File: src/rtl/pcie_link_pkg.sv
// pcie_link_pkg: shared link-state encoding, LTSSM codes and CSR word map for the link monitor.
// Latency: n/a (types and constants only).
// Backpressure: n/a.
package pcie_link_pkg;

  typedef enum logic [1:0] {
    DOWN     = 2'd0,
    TRAINING = 2'd1,
    UP       = 2'd2,
    RECOVERY = 2'd3
  } link_state_t;

  localparam logic [4:0] LTSSM_DETECT_QUIET  = 5'h00;
  localparam logic [4:0] LTSSM_DETECT_ACTIVE = 5'h01;
  localparam logic [4:0] LTSSM_RCVR_LOCK     = 5'h0C;
  localparam logic [4:0] LTSSM_RCVR_IDLE     = 5'h0E;
  localparam logic [4:0] LTSSM_L0            = 5'h0F;

  localparam logic [2:0] CSR_STATUS   = 3'd0;
  localparam logic [2:0] CSR_UPTIME   = 3'd1;
  localparam logic [2:0] CSR_RECOVERY = 3'd2;
  localparam logic [2:0] CSR_LINKDOWN = 3'd3;
  localparam logic [2:0] CSR_CORR_ERR = 3'd4;

  // Recovery.RcvrLock .. Recovery.Idle
  function automatic logic ltssm_in_recovery(input logic [4:0] s);
    return (s >= LTSSM_RCVR_LOCK) && (s <= LTSSM_RCVR_IDLE);
  endfunction

endpackage

File: src/rtl/pcie_sat_counter.sv
// pcie_sat_counter: event counter that sticks at all-ones; synchronous clear beats increment.
// Latency: count updates on the clock edge after inc/clr.
// Backpressure: none.
// Ports: clk, rst_n (async active-low), inc, clr, cnt[CNT_W-1:0].
module pcie_sat_counter #(
  parameter int CNT_W = 16
) (
  input  logic             clk,
  input  logic             rst_n,
  input  logic             inc,
  input  logic             clr,
  output logic [CNT_W-1:0] cnt
);

  always_ff @(posedge clk or negedge rst_n) begin
    if (!rst_n) begin
      cnt <= '0;
    end else if (clr) begin
      cnt <= '0;
    end else if (inc && (cnt != {CNT_W{1'b1}})) begin
      cnt <= cnt + 1'b1;
    end
  end

endmodule

File: src/rtl/pcie_link_monitor.sv
// pcie_link_monitor: folds HIP LTSSM/DL status into a DOWN/TRAINING/UP/RECOVERY FSM with uptime and event counters, readable over Avalon-MM.
// Latency: link_up/link_event registered one cycle after the causing input; avs_readdata valid exactly one cycle after avs_read.
// Backpressure: none; the CSR slave has no waitrequest and takes one access per cycle.
// Ports: clk_clk, reset_reset_n; status_hip_* inputs from the hard IP; avs_* CSR slave; link_up, link_event status outputs.
module pcie_link_monitor
  import pcie_link_pkg::*;
#(
  parameter int DEBOUNCE_CYCLES = 16,
  parameter int CNT_W           = 16
) (
  input  logic        clk_clk,
  input  logic        reset_reset_n,
  input  logic [4:0]  status_hip_ltssmstate,
  input  logic        status_hip_dlup_exit,
  input  logic [3:0]  status_hip_lane_act,
  input  logic        status_hip_ev1us,
  input  logic        status_hip_derr_cor_ext_rcv,
  input  logic        status_hip_derr_cor_ext_rpl,
  input  logic [2:0]  avs_address,
  input  logic        avs_read,
  input  logic        avs_write,
  input  logic [31:0] avs_writedata,
  output logic [31:0] avs_readdata,
  output logic        avs_readdatavalid,
  output logic        link_up,
  output logic        link_event
);

  localparam int DEB_W = $clog2(DEBOUNCE_CYCLES + 1);
  localparam logic [DEB_W-1:0] DEB_LAST = DEB_W'(DEBOUNCE_CYCLES - 1);

  link_state_t      state, state_nxt;
  logic [DEB_W-1:0] deb_cnt;
  logic [3:0]       width;
  logic [31:0]      uptime_us;
  logic [CNT_W-1:0] recovery_cnt, linkdown_cnt, corr_err_cnt;
  logic             l0, enter_down, rec_inc, down_inc, corr_inc, cnt_clr;
  logic [31:0]      rd_mux;
  logic             unused_wdata;

  assign l0           = (status_hip_ltssmstate == LTSSM_L0);
  assign enter_down   = (state != DOWN) && (state_nxt == DOWN);
  assign rec_inc      = (state == UP) && (state_nxt == RECOVERY);
  assign down_inc     = ((state == UP) || (state == RECOVERY)) && (state_nxt == DOWN);
  assign corr_inc     = status_hip_derr_cor_ext_rcv | status_hip_derr_cor_ext_rpl;
  assign cnt_clr      = avs_write && (avs_address == CSR_STATUS) && avs_writedata[0];
  assign unused_wdata = ^avs_writedata[31:1];

  always_comb begin
    state_nxt = state;
    case (state)
      DOWN:     if ((status_hip_ltssmstate != LTSSM_DETECT_QUIET) &&
                    (status_hip_ltssmstate != LTSSM_DETECT_ACTIVE)) state_nxt = TRAINING;
      // deb_cnt holds the L0 cycles already seen, so this is the last one needed
      TRAINING: if (l0 && (deb_cnt == DEB_LAST)) state_nxt = UP;
      UP:       if (ltssm_in_recovery(status_hip_ltssmstate)) state_nxt = RECOVERY;
      RECOVERY: if (l0) state_nxt = UP;
      default:  state_nxt = DOWN;
    endcase
    // Loss of link overrides whatever the LTSSM decode above chose
    if ((state != DOWN) &&
        ((status_hip_ltssmstate == LTSSM_DETECT_QUIET) || !status_hip_dlup_exit))
      state_nxt = DOWN;
  end

  always_ff @(posedge clk_clk or negedge reset_reset_n) begin
    if (!reset_reset_n) begin
      state      <= DOWN;
      deb_cnt    <= '0;
      width      <= '0;
      uptime_us  <= '0;
      link_up    <= 1'b0;
      link_event <= 1'b0;
    end else begin
      state      <= state_nxt;
      link_event <= (state_nxt != state);
      link_up    <= (state_nxt == UP) || (state_nxt == RECOVERY);

      if ((state == TRAINING) && l0 && (state_nxt == TRAINING)) deb_cnt <= deb_cnt + 1'b1;
      else                                                       deb_cnt <= '0;

      // Width reflects the lane count negotiated at initial training, not after recovery
      if (enter_down)                                   width <= '0;
      else if ((state == TRAINING) && (state_nxt == UP)) width <= status_hip_lane_act;

      if (enter_down)                       uptime_us <= '0;
      else if (status_hip_ev1us && link_up) uptime_us <= uptime_us + 32'd1;
    end
  end

  pcie_sat_counter #(.CNT_W(CNT_W)) u_recovery_cnt (
    .clk(clk_clk), .rst_n(reset_reset_n), .inc(rec_inc), .clr(cnt_clr), .cnt(recovery_cnt));

  pcie_sat_counter #(.CNT_W(CNT_W)) u_linkdown_cnt (
    .clk(clk_clk), .rst_n(reset_reset_n), .inc(down_inc), .clr(cnt_clr), .cnt(linkdown_cnt));

  pcie_sat_counter #(.CNT_W(CNT_W)) u_corr_err_cnt (
    .clk(clk_clk), .rst_n(reset_reset_n), .inc(corr_inc), .clr(cnt_clr), .cnt(corr_err_cnt));

  always_comb begin
    rd_mux = 32'd0;
    case (avs_address)
      CSR_STATUS:   rd_mux = {21'd0, state, width, status_hip_ltssmstate};
      CSR_UPTIME:   rd_mux = uptime_us;
      CSR_RECOVERY: rd_mux = 32'(recovery_cnt);
      CSR_LINKDOWN: rd_mux = 32'(linkdown_cnt);
      CSR_CORR_ERR: rd_mux = 32'(corr_err_cnt);
      default:      rd_mux = 32'd0;
    endcase
  end

  // Sampled before any same-cycle clear lands, so a read alongside a clear sees old values
  always_ff @(posedge clk_clk or negedge reset_reset_n) begin
    if (!reset_reset_n) begin
      avs_readdata      <= '0;
      avs_readdatavalid <= 1'b0;
    end else begin
      avs_readdatavalid <= avs_read;
      if (avs_read) avs_readdata <= rd_mux;
    end
  end

endmodule

File: config.mk
export PLATFORM = sky130hd
export DESIGN_NAME = pcie_link_monitor
export DESIGN_NICKNAME = d
export VERILOG_FILES = /design/src/rtl/pcie_link_pkg.sv /design/src/rtl/pcie_sat_counter.sv /design/src/rtl/pcie_link_monitor.sv
export SDC_FILE = /design/constraint.sdc
export NUM_CORES = 1
export LEC_CHECK = 0
export CAP_MARGIN = 20
export CORE_MARGIN = 4
export CORE_UTILIZATION = 30
export CTS_BUF_LIST = sky130_fd_sc_hd__clkbuf_16
export DETAILED_ROUTE_END_ITERATION = 10
export PLACE_DENSITY = 0.53
export SLEW_MARGIN = 25
export SYNTH_ARGS = -nofsm -noshare
export SYNTH_HDL_FRONTEND = slang
export SYNTH_SLANG_ARGS = --single-unit
File: constraint.sdc
create_clock -name clk_clk -period 2.9 [get_ports clk_clk]
set_clock_uncertainty 0.2 [all_clocks]
set_input_delay 0.58 -clock clk_clk [delete_from_list [all_inputs] [get_ports clk_clk]]
set_output_delay 0.58 -clock clk_clk [all_outputs]
set_load 0.02 [all_outputs]
== Yosys cells after proc, flatten, opt, wreduce, memory -nomap -nowiden ==
Cells that the tools add are included.
W data, S select, Z words.
Operators by class
  add/sub/neg operators: 5
  magnitude comparators: 2
  eq/ne operators: 17
  muxes and demuxes: 18
  bitwise operators: 1
  reductions and logical operators: 31
Operators with widths (count)
  $pmux W32 S5: 1
  $mux W16: 6
  $mux W32: 2
  $add A16 B1 Y16 const B: 3
  $ne A16 B16 Y1 const B: 3
  $add A32 B1 Y32 const B: 1
  $logic_and A1 B1 Y1: 16
  $reduce_bool A2 Y1: 6
  $eq A5 B4 Y1 const B: 2
  $mux W2: 5
  $eq A2 B2 Y1 const B: 4
  $mux W4: 2
  $pmux W2 S4: 1
  $eq A3 B2 Y1 const B: 2
  $add A5 B1 Y5 const B: 1
  $ge A5 B4 Y1 const B: 1
  $le A5 B4 Y1 const B: 1
  $logic_not A5 Y1: 1
  $mux W5: 1
  $ne A5 B1 Y1 const B: 1
  $reduce_bool A5 Y1: 1
  $eq A2 B1 Y1 const B: 2
  $logic_not A2 Y1: 2
  $eq A3 B1 Y1 const B: 1
  other kinds (6): 8
Storage, ports and cells
  flip-flop bits (word level): 126
  input bits: 52
  output and inout bits: 35
  logic and storage cells: 85

== Depth between registers and ports, before layout ==
Gate-level depths: netlist of the first run.
  depth in word-level cells: 10
  mapped depth: 8
  mapped depth without buffers: 7

== Cells and area by module ==
Synthesis of the first run repeated with hierarchy kept, for this count alone.
Second synthesis, totals
  cell total of the unflattened synthesis: 737
  area total of the unflattened synthesis: 7028.0 um2
Modules (own cells, without submodules)
  pcie_link_monitor: instances 1, cells an instance 443, area an instance 4201.5 um2, sequential area each 1951.9 um2
  pcie_sat_counter: instances 3, cells an instance 98, area an instance 942.2 um2, sequential area each 400.4 um2

== Worst setup path before layout of the first run ==
Ideal clock, no wire load.
  path type: input port to flip-flop
  start point: in status_hip_ltssmstate[2]
  end point: reg u_linkdown_cnt.cnt[4]
  setup time: 66 ps
  arrival time: 2077 ps
  data required time: 2634 ps
  setup slack: 557 ps
  stages: 6
  path buffers: 1
  path through: or4_4 o21ai_4 o211ai_2 buf_6 or4_1 nand2_1
Between the ends
  cells in the longest elaborated chain, start to end: 9
  elaborated cells on any way between the ends: 21
  classes of those cells: order compare (2); eq/ne (2); mux (6); reduce/logical (11)
RTL lines
  from (decl): line pcie_link_monitor.sv:13  | input logic [4:0] status_hip_ltssmstate,
  $ge A5 B4 Y1 (tied with other cells): line pcie_link_pkg.sv:27  | return (s >= LTSSM_RCVR_LOCK) && (s <= LTSSM_RCVR_IDLE);
  $logic_and A1 B1 Y1 (on tied branches): line pcie_link_pkg.sv:27, pcie_link_monitor.sv:52, pcie_link_monitor.sv:55
  $mux W2 (on tied branches): line pcie_link_monitor.sv:56, pcie_link_monitor.sv:52, pcie_link_monitor.sv:55
  $pmux W2 S4: line pcie_link_monitor.sv:51  | case (state)
  $mux W2 *: line pcie_link_monitor.sv:61  | if ((state != DOWN) &&
  $logic_not A2 Y1 *: line pcie_link_monitor.sv:44  | assign down_inc = ((state == UP) || (state == RECOVERY)) && (state_nxt == DOWN);
  $logic_and A1 B1 Y1 *: line pcie_link_monitor.sv:44
  $logic_and A1 B1 Y1 *: line pcie_sat_counter.sv:20  | end else if (inc && (cnt != {CNT_W{1'b1}})) begin
  $reduce_bool A2 Y1 (no line) *
  to (signal assigned): line pcie_sat_counter.sv:21  | cnt <= cnt + 1'b1;
  to (decl): line pcie_sat_counter.sv:12  | output logic [CNT_W-1:0] cnt
Every way passes the cells marked *; elsewhere a longest branch is shown, timed or not.
A chain may end at the register's enable or synchronous reset.

== Worst setup path in the final report of the first run ==
  start point: reg u_linkdown_cnt.cnt[0]
  end point: reg u_linkdown_cnt.cnt[0]
Between the ends
  cells in the longest elaborated chain, start to end: 3
  elaborated cells on any way between the ends: 6
  classes of those cells: add/sub (1); eq/ne (1); mux (2); reduce/logical (2)
RTL lines (line)
  $add A16 B1 Y16 or $ne A16 B16 Y1 (tied branches): pcie_sat_counter.sv:21, pcie_sat_counter.sv:20
  $mux W16 or $logic_and A1 B1 Y1 (tied branches): pcie_sat_counter.sv:20
  $mux W16 or $reduce_bool A2 Y1 (tied branches)
Several ways; a longest one is shown, not always the timed one. The select of a mux whose other input is x is not followed.

==> run metrics, run 1 <==
run status=complete, no violations; fin nets=818; top-area cell type share of the netlist area=0.4825; CTS tree=built; Synth area leaders=dfrtp_1 48%, nor2_1 6.5%, xor2_1 5.6%, mux4_2 3.8%, nand4_1 3.4%; Slew HR=0.4925; all-layer global routing usage=0.1431; Mapped Nets=740; Setup TNS Final=0 ns; Layout area overhead=24.03%; routability cong.=0.8481; via count=5116; clock group share of total power=0.420; pwr/cell area=528.6 nW/µm²; RSZ-0062 raised after global routing=no; worst-margin pin slew=0.7613 ns; DR vias/cell=4.891; Max FO, Critical Path=7; Synth Flop Type=dfrtp_1; Distinct cells, synth=47; Synth Area per Inst=9.582 µm²; internal power=3115 µW; asr flop ratio synth=1.000; Non-Filler Instances=1046; CTS Root Cell=clkbuf_16; Sink Count=126; Worst EP arrival=2.63 ns; first-pass GRT wire length=27390 µm; R2R Path Start=u_linkdown_cnt.cnt[0]; number of remaining DRC errors=0; initial antenna violation count=0; Final min period=2.527 ns; Synth Cell Area=6535 µm²; post-route clock period utilization=0.8713; Clock Latency Late Sink=0.42 ns; first drt pass iteration count=4; Worst Hold Class=primary input to async pin; cts hold-fix bufs=0; post-cts gate resize count=0; FF/Latch Area=3153 µm²; Wirelength per Cell=15.87 µm; switching part of the total=0.2729; Final Hold Fails=0; H-tree levels=4; final wirelength=16600 µm; Core ar.=21220 µm²; final setup margin=0.3733 ns; leading area contributor after synthesis=dfrtp_1; Ports=87; maxcap violations=0; hold slack=0.03573 ns; Comb pwr share=0.126; R2R Setup Slk=0.37 ns; register area share after synthesis=0.4825; CTS buffer count=17; Clock transition at path regs=0.05 ns; Final ANT Viol Nets=0; reg2reg path depth=7; worst path required time=3.00 ns; num rows=53; Die Y=155.6 µm; number of synthesized register bits=126; # port buffers=55; Multi-input gate area=3167 µm²; Final Max Slew Viols=0; n_diodes=0; Setup crit start kind=register; Sw Pwr=1169 µW; Worst Setup End Kind=register; post-CTS setup buffers=0; design area=8105 µm²; DP Wirelength=12270 µm; Reg-to-Reg End=u_linkdown_cnt.cnt[0]; pre-CTS WS=0.01235 ns; Crit Path Category=register to register; Ys Warns=0; Reg power frac=0.454; Initial Util=0.3080; Final setup viols=0; P_leak=0.003329 µW; total congestion overflow=0; area of the die=24210 µm²; worst vdd ir=0.3590 mV; FMAX=395.8 MHz; Max clock buf depth=2; DRT iter0 DRCs=284; Post-DP Area=7612 µm²; Filler cells=2153; vias in the first global route=5062; Die W=155.6 µm; fraction of layout cells with a size suffix above 1=0.1193; largest net degree at the start of global routing=56; Synth Instances=682; placed cell count=1016; Post-synth EDFFs=0
## cell usage after synthesis, drive strengths merged, types with 6 or more instances
master    n
inv      26
or3       7
or4       6
a22oi    16
nor2    114
nor3     15
dfrtp   126
buf       7
xnor2    24
clkbuf   25
mux4     11
nor4      6
nand3    30
nand4    36
and3      9
and4      7
o21ai    33
xor2     42
a21oi    33
ha        6
nand2    51
## through the flow
| stage | total power (µW) | util |
|---|---|---|
| 2_1_floorplan | 2238 | - |
| 3_3_place_gp | 2514 | 0.3587 |
| 3_5_place_dp | 2511 | 0.3587 |
| 4_1_cts | 4330 | 0.3817 |
| 5_1_grt | 4481 | 0.3820 |
| 6_report | 4285 | 0.3820 |
## power by group through the flow
| stage | logic (µW) | clock network (µW) | registers, µW |
|---|---|---|---|
| floorplan | 269 | 0 | 1970 |
| finish | 541 | 1800 | 1940 |
| detailed placement | 542 | 0 | 1970 |
| global placement | 543 | 0 | 1970 |
| global route | 594 | 1930 | 1960 |
| CTS | 546 | 1840 | 1940 |
## per-layer routing
metal  GRT usage  wire length [µm]
met1      0.1942              7830
met2      0.2252              7789
met3     0.02940               558
met4     0.05669               426
met5           0                 0
## layout by cell type, fill, tap and decap left out, types with 3 or more instances in the layout
cell,instances
dfrtp_1,126
nor2_1,112
clkdlybuf4s50_1,54
nand2_1,51
xor2_1,42
nand4_1,36
buf_4,34
a21oi_1,33
o21ai_0,32
nand3_1,30
inv_1,29
xnor2_1,24
clkbuf_16,17
a22oi_1,16
nor3_1,14
mux4_2,11
and3_1,9
or3_1,7
and4_1,7
ha_1,6
nand4b_1,5
and2_1,5
a211oi_1,5
or4_1,5
nor2b_1,5
mux2_2,5
clkinv_2,5
nor3b_1,4
o211ai_1,4
nor4_2,4
clkinv_1,3
buf_12,3
## how the worst max path moves through the flow
stage	from	end	slack (ns)
final	u_linkdown_cnt.cnt[0]	u_linkdown_cnt.cnt[0]	0.37
after detailed placement	avs_address[0]	avs_readdata[3]	0.01
after global placement	avs_address[0]	avs_readdata[3]	0.05
after CTS	u_linkdown_cnt.cnt[0]	u_linkdown_cnt.cnt[0]	0.38
after floorplan	status_hip_ltssmstate[2]	u_linkdown_cnt.cnt[4]	0.56
after global routing	u_linkdown_cnt.cnt[0]	u_linkdown_cnt.cnt[0]	0.19
## cell families (layout without fill, tap and decap cells)
logic type	count (synthesis)	count (layout)	synth area share
simple gates	306	306	0.2374
flops	126	126	0.4825
compound gates	104	104	0.09822
xor+xnor	66	66	0.08845
buf+inv	58	147	0.03542
mux	16	16	0.04652
fa+ha+maj	6	6	0.01149
## area by class of cell
cell class | count | share of cell area
sequential | 126 | 0.3890
inverter | 26 | 0.01204
tap | 275 | 0.04245
multi-input combinational | 498 | 0.3907
clock inverter | 13 | 0.007718
clock buffer | 17 | 0.05249
timing repair buffer | 91 | 0.1056
## critical path: stages, from the launching register on
cell and delay, ns:
dfrtp_1 0.40, ha_1 0.26, nand4_1 0.16, or4_1 0.66, o211ai_2 0.34, buf_4 0.18, xor2_1 0.14, nor2_1 0.05
## sequential cells by signal, indices dropped and copies added (netlist names)
name	cells
avs_readdata	32
avs_readdatavalid	1
deb_cnt	5
link_event	1
link_up	1
state	2
u_corr_err_cnt.cnt	16
u_linkdown_cnt.cnt	16
u_recovery_cnt.cnt	16
uptime_us	32
width	4
Note: power is estimated with default switching activity, not from simulation.
==> run 2: changes to the inputs <==
- GPL_TIMING_DRIVEN: unset -> 0
==> run 2 against run 1 <==
Against the previous run: sequential cell count unchanged; die area unchanged; register-to-register slack about the same; clock power up 27%; global-route usage up 0.58 points; critical endpoint is now uptime_us[23]; largest power group is now the clock network; wire length up 3.8%; total power up 11%; design area about the same; hold slack better by 0.22 ns; critical path depth down 1; sequential share of layout area about the same.
==> run metrics, run 2 (synthesis gave the netlist of run 1 again) <==
Ports=87; final setup margin=0.1933 ns; Final min period=2.707 ns; placed cell count=1013; worst-path cell chain=clkdlybuf4s50_1 > or4_4 > o21a_1 > nor2_2 > clkbuf_1 > nor2_1; Final Max Slew Viols=0; Slew HR=0.3653; Max clock buf depth=2; fraction of layout cells with a size suffix above 1=0.08560; Initial Util=0.3080; worst path required time=2.97 ns; H-tree levels=4; vias in the first global route=5047; commonest non-fill, non-tap cell in the layout=dfrtp_1; worst-margin pin slew=0.9442 ns; Filler cells=2159; Core ar.=21220 µm²; run status=complete, no violations; n_diodes=0; top flop regs=avs_readdata: 32 flops, uptime_us: 32 flops; total congestion overflow=0; first-pass GRT wire length=28210 µm; P_leak=0.003272 µW; initial antenna violation count=0; fin nets=816; DRT iter0 DRCs=322; FMAX=369.5 MHz; Crit Path Category=primary input to register; final wirelength=17230 µm; Clock Latency Late Sink=0.42 ns; pre-CTS WS=-0.4032 ns; Sink Count=126; Worst Hold Class=register to register; Final setup viols=0; DP Wirelength=12490 µm; Wirelength per Cell=16.47 µm; CTS Root Cell=clkbuf_16; most frequent cells in the layout=126 x dfrtp_1, 112 x nor2_1, 54 x clkdlybuf4s50_1, 51 x nand2_1, 42 x xor2_1; largest net degree at the start of global routing=90; all-layer global routing usage=0.1489; Worst Setup End Kind=register; DR vias/cell=5.007; Layout area overhead=24.05%; worst vdd ir=0.2911 mV; Post-DP Area=7462 µm²; Max FO, Critical Path=10; Die Y=155.6 µm; first drt pass iteration count=4; Setup crit start kind=primary input; Power Total=4745 µW; design area=8107 µm²; pwr/cell area=585.4 nW/µm²; routability cong.=0.9090; Worst EP arrival=2.78 ns; Final Hold Fails=0; area of the die=24210 µm²; RSZ-0062 raised after global routing=no; number of remaining DRC errors=0; post-route clock period utilization=0.9333; maxcap violations=0; CP max-delay cell=or4_4; Worst path max stage delay=0.61 ns; post-CTS setup buffers=0; CP top delay family=simple AND/OR/NAND/NOR gates; # port buffers=55; Non-Filler Instances=1046; CTS tree=built; Die W=155.6 µm; num rows=53; Final ANT Viol Nets=0; via count=5237; hold slack=0.2562 ns; CTS buffer count=17; Clock transition at path regs=0.05 ns; crit path buf inv count=2
==> run 2: metal layers <==
| layer | track usage | vias up | part of all wire |
|---|---|---|---|
| met5 | 0 | - | 0 |
| met1 | 0.2022 | 2527 | 0.46 |
| met2 | 0.2386 | 107 | 0.48 |
| met3 | 0.02913 | 23 | 0.036 |
| met4 | 0.05211 | 0 | 0.020 |
| li1 | - | 2580 | - |
==> run 2: area by class of cell <==
class	instances	area (µm²)	area share
timing repair buffer	57	593.1	0.07316
sequential	126	3153	0.3889
buffer	32	136.4	0.01682
clock inverter	15	201.4	0.02485
tap	275	344.1	0.04244
clock buffer	17	425.4	0.05248
inverter	26	97.59	0.01204
multi-input combinational	498	3156	0.3893
==> run 2: path summary, 6_finish.rpt <==
path	from	end	slack, ns	cells after the start
worst min register to register	deb_cnt[0]	deb_cnt[0]	0.26	1
worst min-delay path	deb_cnt[0]	deb_cnt[0]	0.26	1
max in group asynchronous	reset_reset_n	u_corr_err_cnt.cnt[15]	1.33	3
min in group asynchronous	reset_reset_n	avs_readdata[31]	0.44	2
worst max register to register	uptime_us[3]	uptime_us[31]	0.36	6
worst max-delay path	status_hip_ltssmstate[2]	uptime_us[23]	0.19	6
==> run 2: report_power, final <==
part           internal [µW]  leakage [µW]  switching [µW]
clock network           1500      0.000300             778
logic                    192       0.00126             326
registers               1840       0.00171             102
total                   3540       0.00327            1200
==> run 2: through the flow <==
stage | TNS (ns) | utilization
2_1_floorplan | 0 | -
3_5_place_dp | -25.05 | 0.3517
4_1_cts | 0 | 0.3817
5_1_grt | 0 | 0.3820
6_report | 0 | 0.3820
3_3_place_gp | -554.49 | 0.3501
==> run 2: timing repair <==
| action | 4_1_cts | 5_1_grt |
|---|---|---|
| endpoints found under the hold margin | 37 | 0 |
| endpoints found under the setup margin | 0 | 58 |
| resized for setup | 0 | 5 |
| hold buffers | 1 | 0 |
==> run 3: changes to the inputs <==
- PLACE_DENSITY: 0.53 -> unset
- PLACE_DENSITY_LB_ADDON: unset -> 0.12
==> run 3 against run 2 <==
Against the previous run: fmax shrank 3.6%; total power shrank 5.6%; first-iteration DRC count shrank 39%; count of clock-buffer cells in the layout is the same; setup slack lost 0.10 ns; non-clock buffer count is the same; wire length grew 2.9%.
==> run metrics, run 3 (synthesis gave the netlist of run 1 again) <==
DRT iter0 DRCs=196; CP max-delay cell=or4_4; worst-path cell chain=clkdlybuf4s50_1 > or4_4 > o21a_1 > nor2_1 > clkbuf_1 > nor2_1; Final Max Slew Viols=0; first drt pass iteration count=4; placed cell count=1013; number of remaining DRC errors=0; Crit Path Category=primary input to register; CTS tree=built; hold path endpoint=deb_cnt[0]; Non-Filler Instances=1046; largest net degree at the start of global routing=75; Core ar.=21220 µm²; Wirelength per Cell=16.95 µm; all-layer global routing usage=0.1515; Reg-to-Reg End=uptime_us[28]; Worst Hold Class=register to register; CP top delay family=simple AND/OR/NAND/NOR gates; Final setup viols=0; final wirelength=17730 µm; area of the die=24210 µm²; Die Y=155.6 µm; most frequent cells in the layout=126 x dfrtp_1, 113 x nor2_1, 54 x clkdlybuf4s50_1, 51 x nand2_1, 42 x xor2_1; Clock Latency Late Sink=0.41 ns; vias in the first global route=5299; commonest non-fill, non-tap cell in the layout=dfrtp_1; worst hold path depth=1; fraction of layout cells with a size suffix above 1=0.08301; R2R Setup Slk=0.37 ns; FMAX=356.3 MHz; maxcap violations=0; total congestion overflow=0; Die W=155.6 µm; Initial Util=0.3080; H-tree levels=4; Max clock buf depth=2; post-route clock period utilization=0.9679; Sink Count=126; # port buffers=55; top flop regs=avs_readdata: 32 flops, uptime_us: 32 flops; initial antenna violation count=0; Setup crit start kind=primary input; CTS Root Cell=clkbuf_16; fin nets=816; Layout area overhead=22.90%; DP Wirelength=13270 µm; RSZ-0062 raised after global routing=no; worst-margin pin slew=1.008 ns; CTS buffer count=17; CP most frequent cell=nor2_1; crit path from=status_hip_ltssmstate[2]; Final ANT Viol Nets=0; Final Hold Fails=0; P_leak=0.003238 µW; num rows=53; worst vdd ir=0.3280 mV; Final min period=2.807 ns; n_diodes=0; reg2reg path depth=5; routability cong.=0.8825; Ports=87; worst path required time=2.97 ns; DR vias/cell=5.021; first-pass GRT wire length=28720 µm; final setup margin=0.09305 ns; R2R Path Start=uptime_us[3]; Worst EP arrival=2.88 ns; fin util=0.3785; Slew HR=0.3221; run status=complete, no violations; pre-CTS WS=-0.4031 ns; Power Total=4482 µW; post-CTS setup buffers=0; crit path buf inv count=2; worst min-delay path startpoint=deb_cnt[0]; hold slack=0.2646 ns; pwr/cell area=558.0 nW/µm²; Max FO, Critical Path=10; Worst Setup End Kind=register; Clock transition at path regs=0.06 ns; Worst path max stage delay=0.60 ns; via count=5252
-- run 3: repair_timing --
action | CTS | global route
hold endpoints to repair | 52 | 0
gates resized for setup | 0 | 2
hold buffers | 1 | 0
endpoints found under the setup margin | 0 | 5
-- run 3: report_power, final --
group / internal (µW) / total (µW) / switching (µW)
combinational: 191 / 518 / 327
clock: 1240 / 2020 / 780
sequential: 1840 / 1940 / 97.5
-- run 3: how the worst max path moves through the flow --
stage                                  to  slack, ns  cells after the start
floorplan           u_linkdown_cnt.cnt[4]       0.56                      6
global placement    u_corr_err_cnt.cnt[4]      -4.17                      1
detailed placement        avs_readdata[2]      -0.40                      6
CTS                       avs_readdata[2]       0.05                      6
global route                uptime_us[30]       0.02                      6
finish                      uptime_us[27]       0.09                      6
-- run 3: per-stage QoR --
stage	TNS (ns)	area (µm²)
after floorplan	0	6535
after global placement	-545.17	7430
after detailed placement	-20.04	7462
after CTS	0	8028
after global routing	0	8031
final	0	8031
-- run 3: layer usage --
layer	track usage	up-vias	wire (µm)
li1	-	2569	-
met2	0.2604	88	9016
met1	0.1930	2578	7850
met5	0	-	0
met4	0.05252	0	328
met3	0.02663	17	532
-- run 3: final cells by class --
class	instances	area [µm²]
well taps	275	344.1
multi-input cells	498	3153
flip-flops and latches	126	3153
inverters	26	97.59
clock inverters	15	130.1
plain buffers	32	135.1
fillers	2126	13190
repair buffers	57	593.1
clock buffers	17	425.4
